## config.mk

```make
export PLATFORM = sky130hd
export DESIGN_NAME = rle_out_arb
export DESIGN_NICKNAME = d
export VERILOG_FILES = /design/src/rtl/rle_out_arb.sv
export SDC_FILE = /design/constraint.sdc
export NUM_CORES = 1
export LEC_CHECK = 0
export ABC_CLOCK_PERIOD_IN_PS = 8100
export CORE_MARGIN = 2
export CORE_UTILIZATION = 45
export CTS_BUF_LIST = sky130_fd_sc_hd__clkbuf_16
export DETAILED_ROUTE_END_ITERATION = 10
export PLACE_DENSITY = 0.71
export SLEW_MARGIN = 20
export SYNTH_ARGS = -nofsm -noshare
export SYNTH_HDL_FRONTEND = slang
export SYNTH_SLANG_ARGS = --single-unit
```

## constraint.sdc

```tcl
create_clock -name clk -period 8.1 [get_ports clk]
set_clock_uncertainty 0.15 [all_clocks]
set_input_delay 1.215 -clock clk [delete_from_list [all_inputs] [get_ports clk]]
set_output_delay 1.215 -clock clk [all_outputs]
set_load 0.01 [all_outputs]
```

## src/rtl/rle_out_arb.sv

```systemverilog
// rle_out_arb: merges two RLE encoder channels into one shared output FIFO.
// Each channel has a one-word holding buffer. A round-robin arbiter drains the buffers.
// Latency: a word captured while the arbiter is idle and fifo_ready=1 is strobed out
// one clock later. Successive fifo_wr_req pulses are at least 3 clocks apart.
// Backpressure: fifo_ready=0 stalls the arbiter in IDLE. Full buffers drop send_readyN,
// which holds off that channel's encoder.
// Optional: define RLE_ARB_STATS_EN to add the per-channel grant counters cnt0/cnt1.
module rle_out_arb (
    input  logic        clk,
    input  logic        rst,
    input  logic        wr_req0,
    input  logic [23:0] in_data0,
    input  logic        wr_req1,
    input  logic [23:0] in_data1,
    output logic        send_ready0,
    output logic        send_ready1,
    input  logic        fifo_ready,
    output logic        fifo_wr_req,
    output logic [24:0] fifo_data,
    output logic        err_ovf
`ifdef RLE_ARB_STATS_EN
    ,
    output logic [15:0] cnt0,
    output logic [15:0] cnt1
`endif
);

    // WRITE and HOLD give the FIFO's full flag time to react to the strobe
    // before the next grant can be made.
    typedef enum logic [1:0] {
        ST_IDLE  = 2'd0,
        ST_WRITE = 2'd1,
        ST_HOLD  = 2'd2
    } state_t;

    state_t      state;
    state_t      state_nxt;

    // Holding buffers
    logic        valid0;
    logic        valid1;
    logic [23:0] data0;
    logic [23:0] data1;

    // Channel granted most recently; 1 after reset so channel 0 wins the first tie.
    logic        last_grant;

    // Arbiter decisions for the current cycle
    logic        grant;
    logic        grant_ch;
    logic        drain0;
    logic        drain1;

    // Capture / overflow qualifiers. A capture needs an empty buffer, so a
    // capture can never coincide with a drain of the same channel.
    logic        cap0;
    logic        cap1;
    logic        ovf0;
    logic        ovf1;

    assign cap0   = wr_req0 & ~valid0;
    assign cap1   = wr_req1 & ~valid1;
    assign ovf0   = wr_req0 &  valid0;
    assign ovf1   = wr_req1 &  valid1;

    assign drain0 = grant & ~grant_ch;
    assign drain1 = grant &  grant_ch;

    assign send_ready0 = ~valid0;
    assign send_ready1 = ~valid1;

    // Next-state logic and grant selection. A grant is made only from IDLE.
    always_comb begin
        state_nxt = state;
        grant     = 1'b0;
        grant_ch  = 1'b0;
        case (state)
            ST_IDLE: begin
                if (fifo_ready && (valid0 || valid1)) begin
                    grant     = 1'b1;
                    state_nxt = ST_WRITE;
                    if (valid0 && valid1) begin
                        // Both channels are waiting: favour the one not served last.
                        grant_ch = ~last_grant;
                    end else begin
                        // Only one channel is waiting: serve it whatever the pointer says.
                        grant_ch = ~valid0;
                    end
                end
            end
            ST_WRITE: begin
                state_nxt = ST_HOLD;
            end
            ST_HOLD: begin
                state_nxt = ST_IDLE;
            end
            default: begin
                state_nxt = ST_IDLE;
            end
        endcase
    end

    // State register
    always_ff @(posedge clk or posedge rst) begin
        if (rst) begin
            state <= ST_IDLE;
        end else begin
            state <= state_nxt;
        end
    end

    // Channel 0 holding buffer: capture into an empty buffer, clear on grant.
    always_ff @(posedge clk or posedge rst) begin
        if (rst) begin
            valid0 <= 1'b0;
            data0  <= 24'd0;
        end else begin
            if (drain0) begin
                valid0 <= 1'b0;
            end else if (cap0) begin
                valid0 <= 1'b1;
                data0  <= in_data0;
            end
        end
    end

    // Channel 1 holding buffer: capture into an empty buffer, clear on grant.
    always_ff @(posedge clk or posedge rst) begin
        if (rst) begin
            valid1 <= 1'b0;
            data1  <= 24'd0;
        end else begin
            if (drain1) begin
                valid1 <= 1'b0;
            end else if (cap1) begin
                valid1 <= 1'b1;
                data1  <= in_data1;
            end
        end
    end

    // Registered FIFO write port. The strobe lasts one cycle, and the data
    // holds until the next grant.
    always_ff @(posedge clk or posedge rst) begin
        if (rst) begin
            fifo_wr_req <= 1'b0;
            fifo_data   <= 25'd0;
        end else begin
            fifo_wr_req <= grant;
            if (grant) begin
                fifo_data <= grant_ch ? {1'b1, data1} : {1'b0, data0};
            end
        end
    end

    // Round-robin pointer follows every grant.
    always_ff @(posedge clk or posedge rst) begin
        if (rst) begin
            last_grant <= 1'b1;
        end else if (grant) begin
            last_grant <= grant_ch;
        end
    end

    // Sticky overflow flag: set by a write to a full buffer. Only reset clears it.
    always_ff @(posedge clk or posedge rst) begin
        if (rst) begin
            err_ovf <= 1'b0;
        end else if (ovf0 || ovf1) begin
            err_ovf <= 1'b1;
        end
    end

`ifdef RLE_ARB_STATS_EN
    // Per-channel grant counters; they wrap naturally at 16 bits.
    always_ff @(posedge clk or posedge rst) begin
        if (rst) begin
            cnt0 <= 16'd0;
            cnt1 <= 16'd0;
        end else begin
            if (drain0) begin
                cnt0 <= cnt0 + 16'd1;
            end
            if (drain1) begin
                cnt1 <= cnt1 + 16'd1;
            end
        end
    end
`endif

endmodule

```

Word-level counts from Yosys, hierarchy flattened
Index checks and enable logic that the tools add are counted.
- register bits: 80
- input bits: 53
- output and inout bits: 29
- equal/unequal tests: 2
- mux-type cells: 12
- bitwise operators: 12
- reductions and logical operators: 9
- operator list (operator ; count):
    25-bit 2-to-1 mux ; 1
    1-bit 2-to-1 mux ; 9
    1-bit AND ; 6
    1-bit inverter ; 6
    2-bit case mux with 2 select lines ; 1
    2-bit AND reduction ; 2
    2-bit nonzero test ; 2
    2-bit by 1-bit == test with 1-bit output, second input constant ; 1
    1-bit logical AND ; 2
    2-bit logical NOT ; 1
    1-bit logical OR ; 2
    2-bit 2-to-1 mux ; 1
    2-bit != test, second input constant ; 1

Longest topological paths before layout
- depth after elaboration: 8
- depth in mapped cells: 6

Worst setup path after synthesis
No wires, ideal clock.
- path kind: in2reg
- start point: in fifo_ready
- end point: reg fifo_data[2]
- setup time: 0.126 ns
- arrival: 2.431 ns
- required time: 7.824 ns
- slack: 5.393 ns
- stages on the path: 6
- buffers on the path: 3
- path through: or3b_1 > buf_6 > a21o_1 > buf_6 > buf_6 > a221o_1
- longest elaborated chain between the ends: 4
- elaborated cells between the ends (all ways): 6
- classes of those cells: mux: 5; reduce/logical: 1
- RTL lines (what ; RTL line ; RTL):
    from (decl) ; 17 ; input logic fifo_ready,
    1-bit logical AND * ; 79 ; if (fifo_ready && (valid0 || valid1)) begin
    1-bit 2-to-1 mux ; 79 ;
    1-bit 2-to-1 mux ; 77 ; case (state)
    25-bit 2-to-1 mux ; 151 ; fifo_data <= grant_ch ? {1'b1, data1} : {1'b0, data0};
    to (signal assigned) ; 151 ;
    to (decl) ; 19 ; output logic [24:0] fifo_data,
Every way passes the cells marked *; elsewhere a longest branch is shown, timed or not.
A chain may end at the register's enable or synchronous reset.

Worst setup path after layout
- start point: in fifo_ready
- end point: reg fifo_data[9]
Same word-level chain as after synthesis.

==> metrics.md <==
| Metric | Value |
|---|---|
| Fmax | `281 MHz` |
| Final period utilization | `43.9%` |
| Diode count | `0` |
| Post-Synth XOR/XNOR Area | `0%` |
| Utilization after layout | `64.1%` |
| Max-cap violations | `0` |
| Worst setup SP type | `input pin` |
| Met3 Track Usage GR | `3.92%` |
| Layout cells sized above 1 | `21.7%` |
| M1 GR Usage | `24.6%` |
| Area leader, netlist | `dfrtp_1` |
| Chip Width | `88.8 um` |
| Vias in the first global route | `2194` |
| Most common flop cell mapped by yosys | `dfrtp_1` |
| Final hold vios | `0` |
| Critical path capture point type | `register` |
| Main area contributors after synthesis | `dfrtp_1 (61%), mux2_2 (17%), a221o_1 (7.7%), nor3_1 (3.7%), nand2_1 (2.8%)` |
| Initial Util | `47.1%` |
| Area added between synthesis and finish | `36.1%` |
| Post_cts resized | `0` |
| Yosys reg bits | `80` |
| All-Layer GR Usage | `18.6%` |
| Setup TNS | `0 ns` |
| Die Y | `88.8 um` |
| Status | `completed` |
| Minimum clock period | `3.55 ns` |
| Most frequent cell after synthesis | `dfrtp_1` |
| Io pins | `82` |
| Final setup fails | `0` |
| Mux contribution to synthesized area | `16.7%` |
| Hold_buf cts | `0` |
| Worst slew margin | `27.9%` |
| Global Route met2 Usage | `30.5%` |
| Simple-Gate Fraction of Synth Area | `8.00%` |
| Grt ovf | `0` |
| Clock Sinks | `80` |
| Number of H-tree levels | `3` |
| Syn Area/Cell | `13.4 um2` |
| Post-Synth Adder-Cell Area | `0%` |
| ANT nets after route | `0` |
| Drt first pass iters | `4` |
| CTS buffer count | `9` |
| Pre-CTS WS | `4.02 ns` |
| Synth warn | `0` |
| Vias | `2191` |
| Cell variety after synth | `22` |
| Leakage | `1.87 nW` |
| Crit path DAT | `3.61 ns` |
| DR iter-0 viols | `113` |
| Initial antenna violation count | `0` |
| Worst vdd ir | `0.166 mV` |
| DP Wirelength | `4450 um` |
| Full die area | `7890 um2` |
| Clk_lat worst skew | `0.33 ns` |
| DRC Markers | `0` |
| Final Slew Violations | `0` |
| Max Fanout on Critical Path | `28` |
| First-pass GRT wire length | `10900 um` |
| Root buffer cell | `clkbuf_16` |
| Core Rows | `30` |
| Area share of the leading cell type in the synthesized netlist | `61.1%` |
| Post-synth EDFFs | `0` |
| Largest family of logic cells by synthesized area | `multiplexers` |
| Number of buffers added for setup after CTS | `0` |
| IO buf count | `81` |
| Pwr/cell area | `390 nW/um2` |
| Area of the mapped netlist | `3240 um2` |
| Largest net degree at the start of global routing | `81` |
| Synth top cells by count | `dfrtp_1 (79), mux2_2 (48), a221o_1 (25)` |
| Core Box Area | `6870 um2` |
| Setup slack after layout | `4.55 ns` |
| Routed length per instance | `16.6 um` |
| CTS tree | `done` |
| Worst slew pin tran | `1.08 ns` |
| Tot Pwr | `1.72 mW` |
| Via density | `5.23` |
| DRT Wirelength | `6940 um` |
| Top Usage Layer GRT | `met2` |
| Clock buffer depth | `2` |
| Final GP Congestion | `0.712` |
| CTS clk-pin slew, worst paths | `0.06 ns` |
| Unrepaired setup endpoints after global routing | `no` |
| NumNets Final | `371` |
| Hold Crit Class | `register to register` |
| Critical path class | `input pin to register` |
| Mapped Nets | `294` |
| Req. time, crit path | `8.15 ns` |
| Sequential fraction of the synthesis area | `61.9%` |
| Hold Slack | `0.337 ns` |
| Syn Inst Count | `241` |
| Ys async rst share | `100%` |
| Compound-Gate Fraction of Synth Area | `9.05%` |
## logic make-up after synthesis
family | after synthesis
compound gates | 30
buf+inv | 27
flops | 80
mux | 48
simple gates | 56
## through the flow
stage          area [um2]  cells
6_report             4400    419
5_1_grt              4400    419
4_1_cts              4360    417
3_5_place_dp         4080    401
3_3_place_gp         4080    401
2_1_floorplan        3240    241
## placed cells by master, fill, tap and decap left out
master / n
a21oi_1: 2
a211oi_4: 1
mux2_2: 48
clkdlybuf4s50_1: 81
nor3_1: 24
dfrtp_1: 79
and2_1: 1
a21o_1: 1
nor2b_2: 2
clkinv_1: 2
clkbuf_16: 9
dfstp_2: 1
clkinv_2: 3
a221o_1: 25
buf_4: 3
nand2_1: 24
buf_8: 1
nor2_1: 2
or3b_1: 1
inv_1: 8
o21ai_0: 1
nand2b_1: 1
buf_16: 1
and2b_1: 1
bufinv_16: 1
## power by group
group          internal (mW)  leakage, nW  switching, mW
sequential             0.599        0.955          0.136
combinational          0.351        0.766          0.249
clock                  0.233        0.147          0.147
total                   1.18         1.87          0.532
## final timing paths
path	from	endpoint	slack, ns	cells after the start
worst max-delay path	fifo_ready	fifo_data[9]	4.55	4
worst min-delay path	err_ovf	err_ovf	0.34	1
worst max register to register	state[1]	fifo_data[9]	5.49	3
worst min register to register	err_ovf	err_ovf	0.34	1
max in group asynchronous	rst	last_grant	6.06	4
min in group asynchronous	rst	data0[13]	1.12	3
## per-layer routing
layer,part of all wire [%],vias up
met4,0.87,0
met3,4.1,5
li1,-,1023
met2,51,52
met5,0,-
met1,44,1111
## layout make-up
class / instances / area (um2)
fill: 535 / 2460
sequential: 80 / 2000
multi-input combinational: 134 / 1100
timing repair buffer: 86 / 876
clock buffer: 9 / 225
tap: 96 / 120
clock inverter: 7 / 55.1
inverter: 7 / 27.5
## registers in the layout, summed over array words and instances (netlist names)
register / count
fifo_data: 25
data1: 24
fifo_wr_req: 1
err_ovf: 1
last_grant: 1
valid1: 1
valid0: 1
data0: 24
state: 2
## worst max-delay path: stages
cell             delay, ns
clkdlybuf4s50_1       0.45
or3b_1                0.79
a21o_1                0.65
a221o_1               0.49
(Power assumes the default switching activity.)
==> RTL change (same flow settings) <==
Register the output `err_ovf` once more; this adds one clock of latency there. The other outputs are not delayed to match.
--- a/src/rtl/rle_out_arb.sv
+++ b/src/rtl/rle_out_arb.sv
@@ -33,4 +33,6 @@
         ST_HOLD  = 2'd2
     } state_t;
+
+    logic err_ovf_s0;
 
     state_t      state;
@@ -166,7 +168,7 @@
     always_ff @(posedge clk or posedge rst) begin
         if (rst) begin
-            err_ovf <= 1'b0;
+            err_ovf_s0 <= 1'b0;
         end else if (ovf0 || ovf1) begin
-            err_ovf <= 1'b1;
+            err_ovf_s0 <= 1'b1;
         end
     end
@@ -189,4 +191,8 @@
 `endif
 
+    always_ff @(posedge clk) begin
+        err_ovf <= err_ovf_s0;
+    end
+
 endmodule
 
Formal check against the unedited RTL: not equivalent (Yosys sat finds a counterexample within 4 cycles, from zero or initial values and one cycle with rst high).
==> RTL change against the original RTL <==
Via count fell by 0.41%. Sequential share of layout area hardly changed. Setup slack worse by 0.11 ns. Sequential cell count grew 1. Combinational power decreased by 1%. Clock power increased by 11%. Cell count rose by 0.72%. First-iteration DRC count grew 8.8%. Power rose by 2.1%. Synthesized area grew 0.62%. Wire length is 1.7% lower. Design area up 0.91%. Die area rose by 0.60%. Critical endpoint is now fifo_data[15]$_DFFE_PP0N_. Highest routed layer unchanged.
==> RTL change: results <==
export IMPL_ir_worst_vdd_uv=178
export IMPL_syn_num_nets=295
export IMPL_nets=371
export IMPL_grt_pass1_wl_um=10800
export IMPL_m1WireLength_um=3000
export IMPL_hold_start="err_ovf_s0$_DFFE_PP0P_"
export IMPL_cts_root_buf="clkbuf_16"
export IMPL_tns_ns=0
export IMPL_async_flop_share_pct=98.8
export IMPL_cts_setup_buffers=0
export IMPL_yosysUniqueCellTypes=23
export IMPL_rr_startpoint="state[1]$_DFFE_PP0P_"
export IMPL_regToRegSetupSlack_ns=5.36
export IMPL_worstHoldPathType="flip-flop to flip-flop"
export IMPL_p_leak_nw=1.88
export IMPL_grt_usage_pct=18.2
export IMPL_status="completed"
export IMPL_htree_levels=3
export IMPL_crit_arrival_ns=3.78
export IMPL_synthMuxAreaShare_pct=16.6
export IMPL_via_per_inst=5.17
export IMPL_totalWireLength_um=6810
export IMPL_yosys_top_cells_count="79 x dfrtp_1, 48 x mux2_2, 25 x a221o_1"
export IMPL_cpPeakStageDelay_ns=1.07
export IMPL_use_met2_pct=28.8
export IMPL_port_buffers=81
export IMPL_detailed_place_hpwl_um=4380
export IMPL_clock_power_mw=0.421
export IMPL_dr_wl_met2_um=3390
export IMPL_first_pass_iters=4
export IMPL_cp_max_fo=27
export IMPL_n_antenna_cell=0
export IMPL_relSlewSlack_pct=25.9
export IMPL_wl_met3_um=271
export IMPL_drtIter0Drc=123
export IMPL_synth_compound_area_share_pct=8.99
export IMPL_grt_met3_usage_pct=2.59
export IMPL_synth_area_leaders="dfrtp_1 61%, mux2_2 17%, a221o_1 7.7%"
export IMPL_grtUsageMet1_pct=24.8
export IMPL_drive_gt1_share_pct=22.3
export IMPL_crit_start="fifo_ready"
export IMPL_cp_top_family="compound AO/OA/AOI/OAI gates"
export IMPL_hold_worst_slack_ns=0.253
export IMPL_fillers=592
export IMPL_yosysSeqAreaShare_pct=62.1
export IMPL_drc=0
export IMPL_gp_congestion=0.728
export IMPL_first_global_vias=2195
export IMPL_p_comb_share_pct=33.7
export IMPL_critical_path_slowest_cell="a211oi_4"
export IMPL_power_switching_mw=0.535
## RTL change: cell types whose count changed after synthesis, sizes merged
cell   change
dfxtp      +1
## RTL change: worst paths after layout
kind	to	cells after the start
setup / recovery	fifo_data[15]$_DFFE_PP0N_	4
hold / removal	err_ovf$_DFF_P_	0
setup reg to reg	fifo_data[15]$_DFFE_PP0N_	3
hold reg to reg	err_ovf$_DFF_P_	0
max in group asynchronous	last_grant$_DFFE_PP1N_	4
min in group asynchronous	data1[16]$_DFFE_PP0P_	3
## RTL change: layout make-up
| class | count | area [um^2] | area share [%] |
|---|---|---|---|
| sequential | 81 | 2020 | 45.5 |
| clock buffer | 9 | 225 | 5.07 |
| multi-input combinational | 134 | 1100 | 24.7 |
| tap | 99 | 124 | 2.79 |
| inverter | 7 | 27.5 | 0.619 |
| timing repair buffer | 85 | 861 | 19.4 |
| clock inverter | 7 | 86.3 | 1.94 |
## RTL change: metrics by stage
step / utilization [%] / instances / instance area (um^2) / total power [mW] / setup WS (ns)
4_1_cts: 61.9 / 421 / 4420 / 1.77 / 4.44
5_1_grt: 62.3 / 422 / 4440 / 1.86 / 4.27
3_3_place_gp: 57.5 / 405 / 4110 / 1.32 / 4.15
2_1_floorplan: - / 242 / 3260 / 1.11 / 4.68
3_5_place_dp: 57.5 / 405 / 4110 / 1.34 / 4.10
6_report: 62.3 / 422 / 4440 / 1.75 / 4.44
## RTL change: kinds of logic after synthesis
group | after synthesis
flip-flops | 81
AND/OR/NAND/NOR | 56
multiplexers | 48
AO/OA/AOI/OAI | 30
buffers and inverters | 27
